### config.mk
export PLATFORM = sky130hd
export DESIGN_NAME = snd_play_ctrl
export DESIGN_NICKNAME = d
export VERILOG_FILES = /design/src/rtl/snd_play_ctrl.sv
export SDC_FILE = /design/constraint.sdc
export NUM_CORES = 1
export LEC_CHECK = 0
export CAP_MARGIN = 5
export CORE_MARGIN = 10
export CORE_UTILIZATION = 40
export CTS_CLUSTER_SIZE = 14
export DETAILED_ROUTE_END_ITERATION = 8
export SLEW_MARGIN = 25
export SYNTH_ARGS = -nofsm -noshare
export SYNTH_HDL_FRONTEND = slang
export SYNTH_SLANG_ARGS = --single-unit
### constraint.sdc
create_clock -name ACLK -period 17.6 [get_ports ACLK]
set_input_delay 4.4 -clock ACLK [delete_from_list [all_inputs] [get_ports ACLK]]
set_output_delay 4.4 -clock ACLK [all_outputs]
set_load 0.01 [all_outputs]
### src/rtl/snd_play_ctrl.sv
`default_nettype none
// ============================================================================
// Module   : snd_play_ctrl
// Purpose  : Playback sequencer for the sound IP. Splits the sound buffer
//            into word-aligned read bursts that never cross a BURST_BYTES
//            boundary. Bursts are issued over a request/ack handshake and
//            throttled on sample-FIFO free space. The block tracks play
//            position, pause, stop, loop and end-of-buffer.
// Ports    : ACLK/ARESETN        clock, synchronous active-low reset
//            SNDADDR/SNDSIZE     buffer base / size in bytes (bits [1:0] ignored)
//            LOOP, COMMAND       loop enable; 00 stop, 01 play, 10 pause, 11 stop
//            FIFO_ROOM           free words in the sample FIFO
//            MREQ/MADDR/MLEN     burst request, byte address, length-1 in words
//            MACK, MDONE         request accepted, burst fully written
//            PLAYING, PAUSED     status
//            END_PULSE, POS      end-of-buffer pulse, next burst offset
//            LOOPCNT             loop wrap counter (SND_PLAY_LOOPCNT_EN only)
// Macro    : SND_PLAY_LOOPCNT_EN adds the 16-bit saturating LOOPCNT output
// Revision : 1.0  initial release
// ============================================================================
module snd_play_ctrl #(
  parameter int BURST_BYTES = 64,
  parameter int ROOM_W      = 10
) (
  input  logic              ACLK,
  input  logic              ARESETN,
  input  logic [28:0]       SNDADDR,
  input  logic [28:0]       SNDSIZE,
  input  logic              LOOP,
  input  logic [1:0]        COMMAND,
  input  logic [ROOM_W-1:0] FIFO_ROOM,
  output logic              MREQ,
  output logic [28:0]       MADDR,
  output logic [7:0]        MLEN,
  input  logic              MACK,
  input  logic              MDONE,
  output logic              PLAYING,
  output logic              PAUSED,
  output logic              END_PULSE,
  output logic [28:0]       POS
`ifdef SND_PLAY_LOOPCNT_EN
  ,
  output logic [15:0]       LOOPCNT
`endif
);

  localparam int C_OFF_W = $clog2(BURST_BYTES);

  typedef enum logic [2:0] {
    S_IDLE  = 3'd0,
    S_ROOM  = 3'd1,
    S_REQ   = 3'd2,
    S_DATA  = 3'd3,
    S_PAUSE = 3'd4,
    S_DRAIN = 3'd5
  } state_t;

  state_t      r_state, w_state_nx;
  logic [1:0]  r_cmd;
  logic [28:0] r_base, w_base_nx;
  logic [28:0] r_size, w_size_nx;
  logic [28:0] r_pos, w_pos_nx;
  logic [6:0]  r_len, w_len_nx;         // current burst length in words
  logic        r_stop_seen, w_stop_seen_nx;
  logic        r_mreq, w_mreq_nx;
  logic [28:0] r_maddr, w_maddr_nx;
  logic [7:0]  r_mlen, w_mlen_nx;
  logic        r_playing, r_paused, r_end, w_end_nx;
  logic        w_wrap, w_restart;

  logic        w_start, w_stop, w_pause, w_room_ok;
  logic [28:0] w_addr, w_rem, w_bnd, w_len_full;
  logic [6:0]  w_words;

  assign w_start = (COMMAND == 2'b01) && (r_cmd != 2'b01);
  assign w_stop  = (COMMAND == 2'b00) || (COMMAND == 2'b11);
  assign w_pause = (COMMAND == 2'b10);

  // Next burst: limited by what is left of the buffer and by the distance
  // to the next BURST_BYTES boundary.
  assign w_addr     = r_base + r_pos;
  assign w_rem      = r_size - r_pos;
  assign w_bnd      = 29'(BURST_BYTES) - 29'(w_addr[C_OFF_W-1:0]);
  assign w_len_full = (w_rem < w_bnd) ? w_rem : w_bnd;
  assign w_words    = w_len_full[8:2];
  assign w_room_ok  = 32'(FIFO_ROOM) >= 32'(w_words);

  always_comb begin
    w_state_nx     = r_state;
    w_base_nx      = r_base;
    w_size_nx      = r_size;
    w_pos_nx       = r_pos;
    w_len_nx       = r_len;
    w_stop_seen_nx = r_stop_seen;
    w_mreq_nx      = r_mreq;
    w_maddr_nx     = r_maddr;
    w_mlen_nx      = r_mlen;
    w_end_nx       = 1'b0;
    w_wrap         = 1'b0;
    w_restart      = 1'b0;
    case (r_state)
      S_IDLE: begin
        if (w_start) begin
          w_restart = 1'b1;
          if (SNDSIZE[28:2] != 27'd0) begin
            w_base_nx  = {SNDADDR[28:2], 2'b00};
            w_size_nx  = {SNDSIZE[28:2], 2'b00};
            w_pos_nx   = '0;
            w_state_nx = S_ROOM;
          end
        end
      end
      S_ROOM: begin
        if (w_stop) begin
          w_state_nx = S_IDLE;
        end else if (w_pause) begin
          w_state_nx = S_PAUSE;
        end else if (w_room_ok) begin
          w_mreq_nx      = 1'b1;
          w_maddr_nx     = w_addr;
          w_mlen_nx      = {1'b0, w_words} - 8'd1;
          w_len_nx       = w_words;
          w_stop_seen_nx = 1'b0;
          w_state_nx     = S_REQ;
        end
      end
      S_REQ: begin
        // A stop seen at any point while waiting for MACK is remembered so
        // the burst is still accepted and then drained.
        if (w_stop) w_stop_seen_nx = 1'b1;
        if (MACK) begin
          w_mreq_nx  = 1'b0;
          w_pos_nx   = r_pos + 29'({r_len, 2'b00});
          w_state_nx = (w_stop || r_stop_seen) ? S_DRAIN : S_DATA;
        end
      end
      S_DATA: begin
        if (MDONE) begin
          if (w_stop) begin
            w_state_nx = S_IDLE;
          end else if (r_pos == r_size) begin
            w_end_nx = 1'b1;
            if (LOOP) begin
              w_wrap     = 1'b1;
              w_pos_nx   = '0;
              w_state_nx = S_ROOM;
            end else begin
              w_state_nx = S_IDLE;
            end
          end else if (w_pause) begin
            w_state_nx = S_PAUSE;
          end else begin
            w_state_nx = S_ROOM;
          end
        end
      end
      S_PAUSE: begin
        if (COMMAND == 2'b01) w_state_nx = S_ROOM;
        else if (w_stop)      w_state_nx = S_IDLE;
      end
      S_DRAIN: begin
        if (MDONE) w_state_nx = S_IDLE;
      end
      default: w_state_nx = S_IDLE;
    endcase
  end

  // COMMAND is sampled even during reset so that a play level held across
  // a reset does not look like a fresh start edge afterwards.
  always_ff @(posedge ACLK) begin
    r_cmd <= COMMAND;
  end

  always_ff @(posedge ACLK) begin
    if (!ARESETN) begin
      r_state     <= S_IDLE;
      r_base      <= '0;
      r_size      <= '0;
      r_pos       <= '0;
      r_len       <= '0;
      r_stop_seen <= 1'b0;
      r_mreq      <= 1'b0;
      r_maddr     <= '0;
      r_mlen      <= '0;
      r_playing   <= 1'b0;
      r_paused    <= 1'b0;
      r_end       <= 1'b0;
    end else begin
      r_state     <= w_state_nx;
      r_base      <= w_base_nx;
      r_size      <= w_size_nx;
      r_pos       <= w_pos_nx;
      r_len       <= w_len_nx;
      r_stop_seen <= w_stop_seen_nx;
      r_mreq      <= w_mreq_nx;
      r_maddr     <= w_maddr_nx;
      r_mlen      <= w_mlen_nx;
      r_playing   <= (w_state_nx != S_IDLE);
      r_paused    <= (w_state_nx == S_PAUSE);
      r_end       <= w_end_nx;
    end
  end

  assign MREQ      = r_mreq;
  assign MADDR     = r_maddr;
  assign MLEN      = r_mlen;
  assign PLAYING   = r_playing;
  assign PAUSED    = r_paused;
  assign END_PULSE = r_end;
  assign POS       = r_pos;

`ifdef SND_PLAY_LOOPCNT_EN
  logic [15:0] r_loopcnt;

  always_ff @(posedge ACLK) begin
    if (!ARESETN) begin
      r_loopcnt <= '0;
    end else if (w_restart) begin
      r_loopcnt <= '0;
    end else if (w_wrap && (r_loopcnt != 16'hFFFF)) begin
      r_loopcnt <= r_loopcnt + 16'd1;
    end
  end

  assign LOOPCNT = r_loopcnt;

  logic w_unused;
  assign w_unused = &{1'b0, SNDADDR[1:0], SNDSIZE[1:0], w_len_full[28:9],
                      w_len_full[1:0]};
`else
  logic w_unused;
  assign w_unused = &{1'b0, SNDADDR[1:0], SNDSIZE[1:0], w_len_full[28:9],
                      w_len_full[1:0], w_wrap, w_restart};
`endif

endmodule
`default_nettype wire

==> flow_summary.toml <==
[yosys]
syn_area_um2 = 8900
ys_seq_elements = 133
async_reset_ff_share_pct = 0
yosys_warnings = 0
seq_area_frac_synth_pct = 29.9
yosys-top-cells-area = "dfxtp_1, ha_1, nand2_1, a21boi_0, xnor2_1"
synth_edf_count = 0
synth_cell_types = 83
avgSynthCellArea_um2 = 7.93
netlist.top_cell.by_area = "dfxtp_1"
netlist_instances = 1122
yosys.area.top_type_share_pct = 29.9
synthFlopType = "dfxtp_1"

[die]
die_x_um = 169
ios = 145
fp.dieH_um = 169
row_count = 54
initial_core_util_pct = 40.7
coreArea_um2 = 21900
fp.dieArea_um2 = 28600

[job]
drv_cap = 0

[setup_path]
crit_slowest_cell = "nand4_1"
r2r-start = "POS[2]"
crit_family = "simple AND/OR/NAND/NOR gates"
crit_arrival_ns = 7.71
worst-path-buf-inv = 2
startpoint = "POS[2]"
cp-start-kind = "flop"
critPathMaxStageDelay_ns = 0.70
cpMostUsedCell = "a21o_1"
end_kind = "flop"
crit_fanout = 38
required_ns = 17.92
worstSetupPathType = "flop to flop"

[power_and_ir_drop]
power.density_nw_per_um2 = 79.1
p_leak_nw = 4.56
power_mw = 0.877
ir_worst_vdd_v = 0.0000485

[timing]
clock_skew_ns = 0.0143
period_minus_slack_ns = 7.39
drv_slew = 0
rsz0062_at_grt = "false"
finalCritPeriodShare_pct = 42.0
finalSetupTns_ns = 0
setup_viol = 0
final_hold_viol_count = 0
tightest_slew_ns = 0.802
fmax_mhz = 135
slew_headroom_pct = 46.6

[clock_tree]
cts_buffer_depth = 2
ctsResizeCount = 0
path_clk_slew_ns = 0.07
cts_num_sinks = 133
tritoncts = "yes"
cts-buffers-inserted = 17
clock_latency_ns = 0.44
post_cts_buffers = 0
postCtsHoldBufs = 0
cts_htree_levels = 4
cts_root_buffer = "clkbuf_16"

[final_layout]
final_nets = 1389
drive_above_1_share_pct = 5.37
syn2layout_area_growth_pct = 24.6
stdcell_count = 1528
insertedDiodeCount = 0

[global_routing]
grt_max_degree = 90
antenna_found_initial = 0
grt_use_total_pct = 18.4
grt_pass1_vias = 7871
grt_pass1_wl_mm = 42.6
grt_overflow = 0

[outcome]
status = "completed"

[drt]
drc = 0
drt_wl_total_mm = 26.7
ant_nets = 0
drtIter0Drc = 587
wl_per_cell_um = 17.5
avgViaCountPerCell = 5.30
first_pass_iters = 5
num_vias = 8104

[placement]
dp_hpwl_mm = 20.5
place_inst = 1496
portBuffers = 136
globalplace.congestion = 0.901

[min_path]
worstHoldStart = "MADDR[9]"
hold_class = "flop to flop"
[state kept, by name, summed over array words and instances (netlist names), 2 cells and up]
signal / count
r_size: 27
POS: 27
r_state: 3
r_cmd: 2
r_len: 7
MADDR: 27
MLEN: 8
r_base: 27
[layout make-up]
| class | instances | area, µm² |
|---|---|---|
| Clock buffer | 20 | 457 |
| Clock inverter | 12 | 190 |
| Fill cell | 2200 | 10800 |
| Inverter | 67 | 251 |
| Multi-Input combinational cell | 874 | 5780 |
| Sequential cell | 133 | 2660 |
| Tap cell | 280 | 350 |
| Timing Repair Buffer | 142 | 1400 |
[logic make-up (layout without fill, tap and decap cells)]
kind of cell    count (synthesis)  after routing  synth area share, %
compound gates                305            305                 23.5
xor+xnor                       60             60                 5.90
fa+ha+maj                      79             79                 11.3
buf+inv                       119            241                 5.44
flops                         133            133                 29.9
mux                            14             14                 1.73
other cells                     2              6               0.0844
simple gates                  410            410                 22.2
[final timing paths]
kind         cells after the start         to  slack, ns
min                              2   MADDR[9]       0.47
min reg2reg                      2   MADDR[9]       0.47
max                             27  MADDR[15]      10.21
max reg2reg                     27  MADDR[15]      10.21
[synthesized netlist by cell type, types with 3 or more instances]
cell / count
a211o_1: 5
a211oi_1: 9
a21boi_0: 74
a21o_1: 23
a21oi_1: 63
a31o_2: 3
a31oi_1: 6
and2_1: 14
and3_1: 9
buf_2: 9
buf_4: 5
clkbuf_1: 36
dfxtp_1: 133
ha_1: 77
inv_1: 64
inv_2: 3
mux2i_1: 12
nand2_1: 190
nand2b_1: 13
nand3_1: 38
nand3b_1: 4
nand4_1: 8
nand4b_1: 3
nor2_1: 62
nor2b_1: 6
nor3_1: 17
nor4_1: 16
o2111ai_1: 4
o211a_1: 7
o211ai_1: 10
o21ai_0: 54
o21ai_1: 3
o21bai_1: 7
o22ai_1: 3
o31ai_1: 3
or3_1: 10
or4_1: 3
xnor2_1: 42
xor2_1: 18
[per-stage QoR]
step	hold WS, ns	cell area, µm²	utilization [%]	setup slack (ns)
floorplan	0.442	8920	-	10.93
global placement	0.456	10400	47.7	9.75
detailed placement	0.459	10400	47.7	9.79
CTS	0.468	11100	50.7	10.24
global route	0.493	11100	50.7	9.47
finish	0.465	11100	50.7	10.21
[power breakdown]
group | switching (mW) | internal (mW)
Clock | 0.150 | 0.247
Sequential | 0.00515 | 0.309
Combinational | 0.0932 | 0.0721
[per-layer routing]
layer	global-route usage, %	wire length [µm]	up-vias
li1	-	-	4171
met1	25.2	13300	3748
met2	28.6	11800	167
met3	3.91	1380	18
met4	4.80	295	0
met5	0	0	-
[cells in the final DEF, fill, tap and decap left out, types with 4 or more instances in the layout]
cell type	synthesis	routed
xnor2_1	42	42
nor2b_1	6	6
nor4_1	16	15
bufinv_16	0	4
a21boi_0	74	74
o21ai_0	54	53
o211a_1	7	7
nand3_1	38	38
o211ai_1	10	10
ha_1	77	77
a21o_1	23	23
nand4_1	8	8
o21ai_1	3	4
nand3b_1	4	4
clkbuf_16	0	17
a21oi_1	63	63
nor2_1	62	62
and3_1	9	9
a211oi_1	9	9
dfxtp_1	133	133
or3_1	10	10
xor2_1	18	18
and2_1	14	14
nor3_1	17	17
conb_1	2	6
a211o_1	5	5
o21bai_1	7	7
mux2i_1	12	12
nand2_1	190	190
o2111ai_1	4	4
inv_1	64	64
buf_4	5	6
clkdlybuf4s50_1	0	135
a31oi_1	6	6
nand2b_1	13	13
[worst register-to-register path, delay by kind of cell (launching register included)]
family	cells	cell delay (ns)
flops	1	0.39
compound gates	11	1.65
mux	1	0.47
xor+xnor	2	0.83
fa+ha+maj	4	1.29
buf+inv	2	0.51
simple gates	7	2.13
Note: power is estimated with default switching activity, not from simulation.
